`config.mk`:
```
export PLATFORM = sky130hd
export DESIGN_NAME = lcd_capture
export DESIGN_NICKNAME = d
export VERILOG_FILES = /design/src/rtl/lcd_capture.sv
export SDC_FILE = /design/constraint.sdc
export NUM_CORES = 1
export LEC_CHECK = 0
export BUFFER_PORTS_ARGS = -buffer_cell sky130_fd_sc_hd__clkbuf_2
export CAP_MARGIN = 20
export CORE_UTILIZATION = 53
export DETAILED_ROUTE_END_ITERATION = 8
export GPL_TIMING_DRIVEN = 1
export MAX_ROUTING_LAYER = met4
export PLACE_DENSITY = 0.83
export SYNTH_ARGS = -nofsm -noshare
export SYNTH_HDL_FRONTEND = slang
export SYNTH_SLANG_ARGS = --single-unit
export TNS_END_PERCENT = 1
```
`constraint.sdc`:
```
create_clock -name clk -period 2.7 [get_ports clk]
set_input_delay 0.675 -clock clk [delete_from_list [all_inputs] [get_ports clk]]
set_output_delay 0.675 -clock clk [all_outputs]
set_load 0.05 [all_outputs]
```
`src/rtl/lcd_capture.sv`:
```
// Responder end of a 4-bit HD44780-style character-LCD bus: it rebuilds bytes from nibble strobes and keeps a 2x16 frame image.
// Define LCD_CAPTURE_READ_EN to enable busy-flag/address read-back; without it rw=1 strobes are ignored.
module lcd_capture #(
  parameter int          SYNC_STAGES = 2,
  parameter logic [7:0]  BLANK_CHAR  = 8'h20
) (
  input  logic         clk,
  input  logic         rst,
  input  logic         lcd_e,
  input  logic         lcd_rs,
  input  logic         lcd_rw,
  input  logic [3:0]   lcd_dat,
  output logic [3:0]   lcd_dat_o,
  output logic         lcd_dat_oe,
  output logic [255:0] frame,
  output logic [4:0]   cursor,
  output logic         mode4,
  output logic         wr_pulse,
  output logic         cmd_pulse,
  output logic [7:0]   cmd_code
);

  typedef enum logic [1:0] {
    PH_INIT = 2'd0,
    PH_HIGH = 2'd1,
    PH_LOW  = 2'd2
  } phase_t;

  logic [SYNC_STAGES-1:0]      eSync_q;
  logic [SYNC_STAGES-1:0]      rsSync_q;
  logic [SYNC_STAGES-1:0]      rwSync_q;
  logic [SYNC_STAGES-1:0][3:0] datSync_q;
  logic                        ePrev_q;

  logic       eS, rsS, rwS;
  logic [3:0] datS;
  logic       fallSeen;

  logic       stbValid_q;
  logic       stbRs_q;
  logic       stbRw_q;
  logic [3:0] stbDat_q;

  phase_t     state_q, state_d;
  logic [4:0] cursor_q, cursor_d;
  logic [7:0] cmdCode_q, cmdCode_d;
  logic [3:0] hiNib_q, hiNib_d;
  logic       wrPulse_q, wrPulse_d;
  logic       cmdPulse_q, cmdPulse_d;
  logic       clearFrame;
  logic       writeChar;
  logic [7:0] byteVal;

  logic [7:0] chars_q [32];

  assign eS   = eSync_q[SYNC_STAGES-1];
  assign rsS  = rsSync_q[SYNC_STAGES-1];
  assign rwS  = rwSync_q[SYNC_STAGES-1];
  assign datS = datSync_q[SYNC_STAGES-1];
  assign fallSeen = ePrev_q & ~eS;

  always_ff @(posedge clk or negedge rst) begin
    if (!rst) begin
      eSync_q   <= '0;
      rsSync_q  <= '0;
      rwSync_q  <= '0;
      datSync_q <= '0;
      ePrev_q   <= 1'b0;
    end else begin
      eSync_q   <= {eSync_q[SYNC_STAGES-2:0], lcd_e};
      rsSync_q  <= {rsSync_q[SYNC_STAGES-2:0], lcd_rs};
      rwSync_q  <= {rwSync_q[SYNC_STAGES-2:0], lcd_rw};
      datSync_q <= {datSync_q[SYNC_STAGES-2:0], lcd_dat};
      ePrev_q   <= eS;
    end
  end

  // Bus fields are frozen from the same sync stage that revealed the falling edge.
  always_ff @(posedge clk or negedge rst) begin
    if (!rst) begin
      stbValid_q <= 1'b0;
      stbRs_q    <= 1'b0;
      stbRw_q    <= 1'b0;
      stbDat_q   <= 4'h0;
    end else begin
      stbValid_q <= fallSeen;
      if (fallSeen) begin
        stbRs_q  <= rsS;
        stbRw_q  <= rwS;
        stbDat_q <= datS;
      end
    end
  end

  always_comb begin
    state_d    = state_q;
    cursor_d   = cursor_q;
    cmdCode_d  = cmdCode_q;
    hiNib_d    = hiNib_q;
    wrPulse_d  = 1'b0;
    cmdPulse_d = 1'b0;
    clearFrame = 1'b0;
    writeChar  = 1'b0;
    byteVal    = {hiNib_q, stbDat_q};
    if (stbValid_q && !stbRw_q) begin
      case (state_q)
        PH_INIT: begin
          if (!stbRs_q) begin
            cmdCode_d  = {stbDat_q, 4'h0};
            cmdPulse_d = 1'b1;
            if (stbDat_q == 4'h2) state_d = PH_HIGH;
          end
        end
        PH_HIGH: begin
          hiNib_d = stbDat_q;
          state_d = PH_LOW;
        end
        PH_LOW: begin
          state_d = PH_HIGH;
          if (stbRs_q) begin
            writeChar = 1'b1;
            wrPulse_d = 1'b1;
            cursor_d  = cursor_q + 5'd1;
          end else begin
            cmdPulse_d = 1'b1;
            cmdCode_d  = byteVal;
            if (byteVal == 8'h01) begin
              clearFrame = 1'b1;
              cursor_d   = 5'd0;
            end else if (byteVal[7:1] == 7'b0000001) begin
              cursor_d = 5'd0;
            end else if (byteVal[7]) begin
              // Only the first 16 addresses of each DDRAM line map onto the frame.
              if (byteVal[6:4] == 3'b000)      cursor_d = {1'b0, byteVal[3:0]};
              else if (byteVal[6:4] == 3'b100) cursor_d = {1'b1, byteVal[3:0]};
            end
          end
        end
        default: state_d = PH_INIT;
      endcase
    end
  end

  always_ff @(posedge clk or negedge rst) begin
    if (!rst) begin
      state_q    <= PH_INIT;
      cursor_q   <= 5'd0;
      cmdCode_q  <= 8'h00;
      hiNib_q    <= 4'h0;
      wrPulse_q  <= 1'b0;
      cmdPulse_q <= 1'b0;
    end else begin
      state_q    <= state_d;
      cursor_q   <= cursor_d;
      cmdCode_q  <= cmdCode_d;
      hiNib_q    <= hiNib_d;
      wrPulse_q  <= wrPulse_d;
      cmdPulse_q <= cmdPulse_d;
    end
  end

  always_ff @(posedge clk or negedge rst) begin
    if (!rst) begin
      for (int i = 0; i < 32; i++) chars_q[i] <= BLANK_CHAR;
    end else begin
      for (int i = 0; i < 32; i++) begin
        if (clearFrame)                            chars_q[i] <= BLANK_CHAR;
        else if (writeChar && cursor_q == 5'(i))   chars_q[i] <= byteVal;
      end
    end
  end

  for (genvar g = 0; g < 32; g++) begin : gFrame
    assign frame[255-8*g -: 8] = chars_q[g];
  end

  assign cursor    = cursor_q;
  assign mode4     = (state_q != PH_INIT);
  assign wr_pulse  = wrPulse_q;
  assign cmd_pulse = cmdPulse_q;
  assign cmd_code  = cmdCode_q;

`ifdef LCD_CAPTURE_READ_EN
  logic       readPhase_q;
  logic [6:0] addrCounter;

  // Read phase selects which AC nibble is returned; any write restarts it.
  always_ff @(posedge clk or negedge rst) begin
    if (!rst)            readPhase_q <= 1'b0;
    else if (stbValid_q) readPhase_q <= stbRw_q ? ~readPhase_q : 1'b0;
  end

  assign addrCounter = cursor_q[4] ? {3'b100, cursor_q[3:0]} : {3'b000, cursor_q[3:0]};

  always_comb begin
    lcd_dat_oe = eS & rwS & ~rsS;
    lcd_dat_o  = 4'h0;
    if (lcd_dat_oe) lcd_dat_o = readPhase_q ? addrCounter[3:0] : {1'b0, addrCounter[6:4]};
  end
`else
  assign lcd_dat_o  = 4'h0;
  assign lcd_dat_oe = 1'b0;
`endif

endmodule
```
Word-level counts from Yosys, hierarchy flattened --
Cells that the tools add are included.
Operators by class: mux-type cells 86, multipliers 0, add/sub/neg operators 1, reductions and logical operators 78, bitwise gates (word level) 2, shift operators 0, $lt $le $gt $ge 0, equal/unequal tests 40, divide/modulo/power cells 0
Operators by type and width (count):
- $mux 8 | 66
- $eq 5x5->1 const B | 16
- $reduce_bool 2->1 | 34
- $eq 5x4->1 const B | 8
- $logic_and 1x1->1 | 33
- $mux 5 | 6
- $eq 5x3->1 const B | 4
- $pmux 8 s2 | 1
- $eq 5x2->1 const B | 2
- $mux 1 | 10
- $eq 8x1->1 const B | 1
- $reduce_and 4->1 | 2
- $eq 7x1->1 const B | 1
- $ne 2x2->1 const B | 3
- $pmux 2 s3 | 1
- $add 5x1->5 const B | 1
- $eq 5x1->1 const B | 1
- $logic_not 5->1 | 1
- $reduce_bool 5->1 | 1
- $eq 4x2->1 const B | 1
- $mux 2 | 2
- $reduce_bool 4->1 | 1
- $eq 3x3->1 const B | 1
- $logic_not 3->1 | 1
- 9 further kinds | 9
Storage, ports and cells: memories 0, bits in latches 0, input port bits 9, memory bits (read-only) 0, memory bits (writable) 0, word-level logic and storage cells 255, flip-flop bits (word level) 299

Depth between registers and ports, before layout --
depth after elaboration 7, gate-level depth with buffers 7, mapped depth without buffers 6

Least setup slack after synthesis --
Ideal clock, no wire load.
kind register -> register, from register cursor_q[2] (netlist: cursor[2]), to register chars_q, in the netlist frame[41], cell stages (with the launch flop) 8, setup slack 0.243 ns, required time 2.579 ns, path buffers 3, setup time 0.121 ns, data arrival time 2.336 ns, path through dfrtp_1 > clkbuf_1 > or2_2 > clkbuf_1 > buf_2 > nor3_2 > nor2_1 > a22o_1
Between the ends: cells in the longest elaborated chain, start to end 3
Ends and longest elaborated chain:
- start, declared | line 45 | logic [4:0] cursor_q, cursor_d;
- start signal, assigned | line 154 | cursor_q <= cursor_d;
- $eq 5x5->1 | line 168 | else if (writeChar && cursor_q == 5'(i)) chars_q[i] <= byteVal;
- $logic_and 1x1->1 | line 168
- $reduce_bool 2->1 (no line)
- end signal, assigned by index | line 168
- end, declared | line 54 | logic [7:0] chars_q [32];
Every way passes these cells. A chain may end at the register's enable or synchronous reset.

Worst setup path in the final report --
from register stbRw_q, to register chars_q, in the netlist frame[19]
Between the ends: cells in the longest elaborated chain, start to end 5
Ends and longest elaborated chain:
- start, declared | line 41 | logic stbRw_q;
- start signal, assigned | line 89 | stbRw_q <= rwS;
- $logic_not 1->1 (*) | line 105 | if (stbValid_q && !stbRw_q) begin
- $logic_and 1x1->1 (*) | line 105
- $mux 1 | line 105
- $logic_and 1x1->1 | line 168
- $reduce_bool 2->1 (no line)
Mark *: on every way between the ends. The rest lies on a longest branch, timed or not.

==> impl_metrics.tcl <==
set metrics [dict create \
    outcome "completed" \
    wl_per_cell_um 22.1 \
    crit_fanout 35 \
    cts_tree "built" \
    routabilityCongestion 0.858 \
    clock_latency_ns 0.55 \
    hold_buffers 0 \
    drc 0 \
    n_fill_cell 1471 \
    holdWs_ns 0.0756 \
    antenna_found_initial 0 \
    dieArea_um2 22600 \
    syn-instance-count 871 \
    hold_violations 0 \
    via_count 8775 \
    grt_usage_pct 29.7 \
    r2r_cells 5 \
    synthFlopType "dfrtp_1" \
    final_common_cell "clkbuf_2" \
    die_x_um 150 \
    crit_arrival_ns 2.88 \
    hold_class "in2async" \
    post_cts_buffers 0 \
    num_rows 53 \
    syn_area_um2 11700 \
    path_class "reg2reg" \
    multiInputGateArea_um2 3820 \
    final_antenna_net_count 0 \
    drv_slew 0 \
    ir_worst_vdd_mv 0.456 \
    drt_pass1_iterations 4 \
    regToRegStartpoint "stbRw_q" \
    powerDensity_nw_per_um2 747 \
    clk_pin_slew_worst_paths_ns 0.06 \
    port_buffers 280 \
    p_leak_nw 7.54 \
    drv_cap 0 \
    fin_setup_tns_ns 0 \
    vias_per_cell 5.97 \
    dpl.hpwl_um 20900 \
    clock-sinks 299 \
    crit_path_start_kind "register" \
    drt_iter0_drc 496 \
    syn_to_final_growth_pct 25.6 \
    wirelength_um 32500 \
    synth-edff-count 0 \
    synth.avg_cell_area_um2 13.4 \
    max_freq_ghz 0.407 \
    r2r_end "frame[19]" \
    layout.nets 1187 \
    yosys_warnings 0 \
    ys_seq_area_share_pct 64.5 \
    async_reset_ff_share_pct 100 \
    core_um2 21300 \
    fin_crit_ns 2.45 \
    initial_core_util_pct 54.8 \
    total_power_w 0.0110 \
    grt_pass1_wl_um 49600 \
    final_cell_mix "clkbuf_2, dfrtp_1, a22o_1" \
    io_pins 286 \
    grt_start_max_net_pins 70 \
    diodes 0 \
    slew_headroom_pct 52.1 \
    crit_path_end_kind "register" \
    grt_overflow_total 0 \
    synth.distinct_cells 46 \
    cts_made_buffers 29 \
    finalClockSkew_ns 0.0111 \
    die_h_um 150 \
    r2r_setup_slack_ns 0.25 \
    grt_pass1_vias 8618 \
    rsz0062_at_grt "no" \
    period_share_pct 90.9 \
    clock-root-buffer "clkbuf_16" \
    cts_max_path_buffers 3 \
    ctsResizeCount 0 \
    required_ns 3.12 \
    htree_levels 1 \
    tightest_slew_ns 0.714 \
    regArea_um2 7530 \
    ys_ff_latch 299 \
    setup_viol 0 \
    drive_above_1_share_pct 39.4 \
]
[sequential cells by signal, summed over array words and instances (netlist names), 2 cells and up]
register / flops
datSync_q: 4
state_q: 2
stbDat_q: 4
frame: 256
hiNib_q: 4
datS: 4
cursor: 5
eSync_q: 2
cmd_code: 8
rwSync_q: 2
rsSync_q: 2
[stage by stage]
stage | instance area, µm² | cells | utilization, % | setup slack, ns
after CTS | 14700 | 1470 | 68.9 | 0.274
final | 14700 | 1470 | 68.9 | 0.245
after floorplan | 11700 | 875 | - | 0.243
after detailed placement | 13600 | 1416 | 63.8 | 0.295
after global placement | 13600 | 1416 | 63.8 | 0.347
after global routing | 14700 | 1470 | 68.9 | 0.149
[final cells by class]
cell class                      instances  share of cell area, %
Tap cell                              275                   2.35
Sequential cell                       299                   51.4
Multi-Input combinational cell        502                   26.1
Timing Repair Buffer                  334                   12.7
Clock buffer                           33                   5.19
Clock inverter                         21                   2.15
Inverter                                6                  0.154
[Yosys cell counts (all sizes together) (5+ instances only)]
library cell  count  share of area, %
nand2            50               1.6
dfstp            32               7.2
nor3             32               2.5
ha                6              0.64
a21oi             5              0.21
nand3             5              0.21
mux2             10              0.96
mux2i            70               6.0
nand3b            6              0.39
clkbuf           44               1.4
a22o            193                14
buf              24               1.3
nor2             69               2.2
o21ai            10              0.43
inv               5              0.16
dfrtp           267                57
[critical path: stages, from the launching register on]
cell and delay, ns:
dfrtp_1 0.45, or4b_4 0.63, nor4_4 0.33, buf_4 0.45
nor2_1 0.22, a22o_1 0.24
[metal layers]
layer | wire length, µm | track usage [%] | up-vias | share of wire, %
met5 | 0 | - | - | 0
met3 | 2730 | 5.85 | 85 | 8.4
met1 | 13800 | 39.2 | 4435 | 42
li1 | - | - | 3803 | -
met4 | 1150 | 10.3 | 0 | 3.5
met2 | 14900 | 46.2 | 452 | 46
[power breakdown]
group	leakage [nW]	switching [W]	internal, W
Sequential	3.98	0.000131	0.00465
Combinational	3.03	0.00129	0.000354
Clock	0.535	0.00173	0.00279
Total	7.54	0.00315	0.00780
[cells by family (layout without fill, tap and decap cells)]
group / count (synthesis) / count (layout) / share of synthesized area (%)
DFF: 299 / 299 / 64.5
muxes: 80 / 80 / 6.97
other: 1 / 5 / 0.0321
AOI/OAI and AO/OA: 220 / 220 / 15.9
adders and majority gates: 6 / 6 / 0.643
and+or+nand+nor: 191 / 191 / 9.05
buffers and inverters: 74 / 394 / 2.93
[worst max path at each step]
stage	startpoint	slack (ns)	cells after the start	end
4_1_cts	stbRw_q	0.27	5	frame[172]
3_3_place_gp	stbRw_q	0.35	5	frame[47]
5_1_grt	stbRw_q	0.15	5	frame[12]
6_report	stbRw_q	0.25	5	frame[19]
2_1_floorplan	cursor[2]	0.24	7	frame[41]
3_5_place_dp	stbRw_q	0.30	5	frame[10]
(Power assumes the default switching activity.)
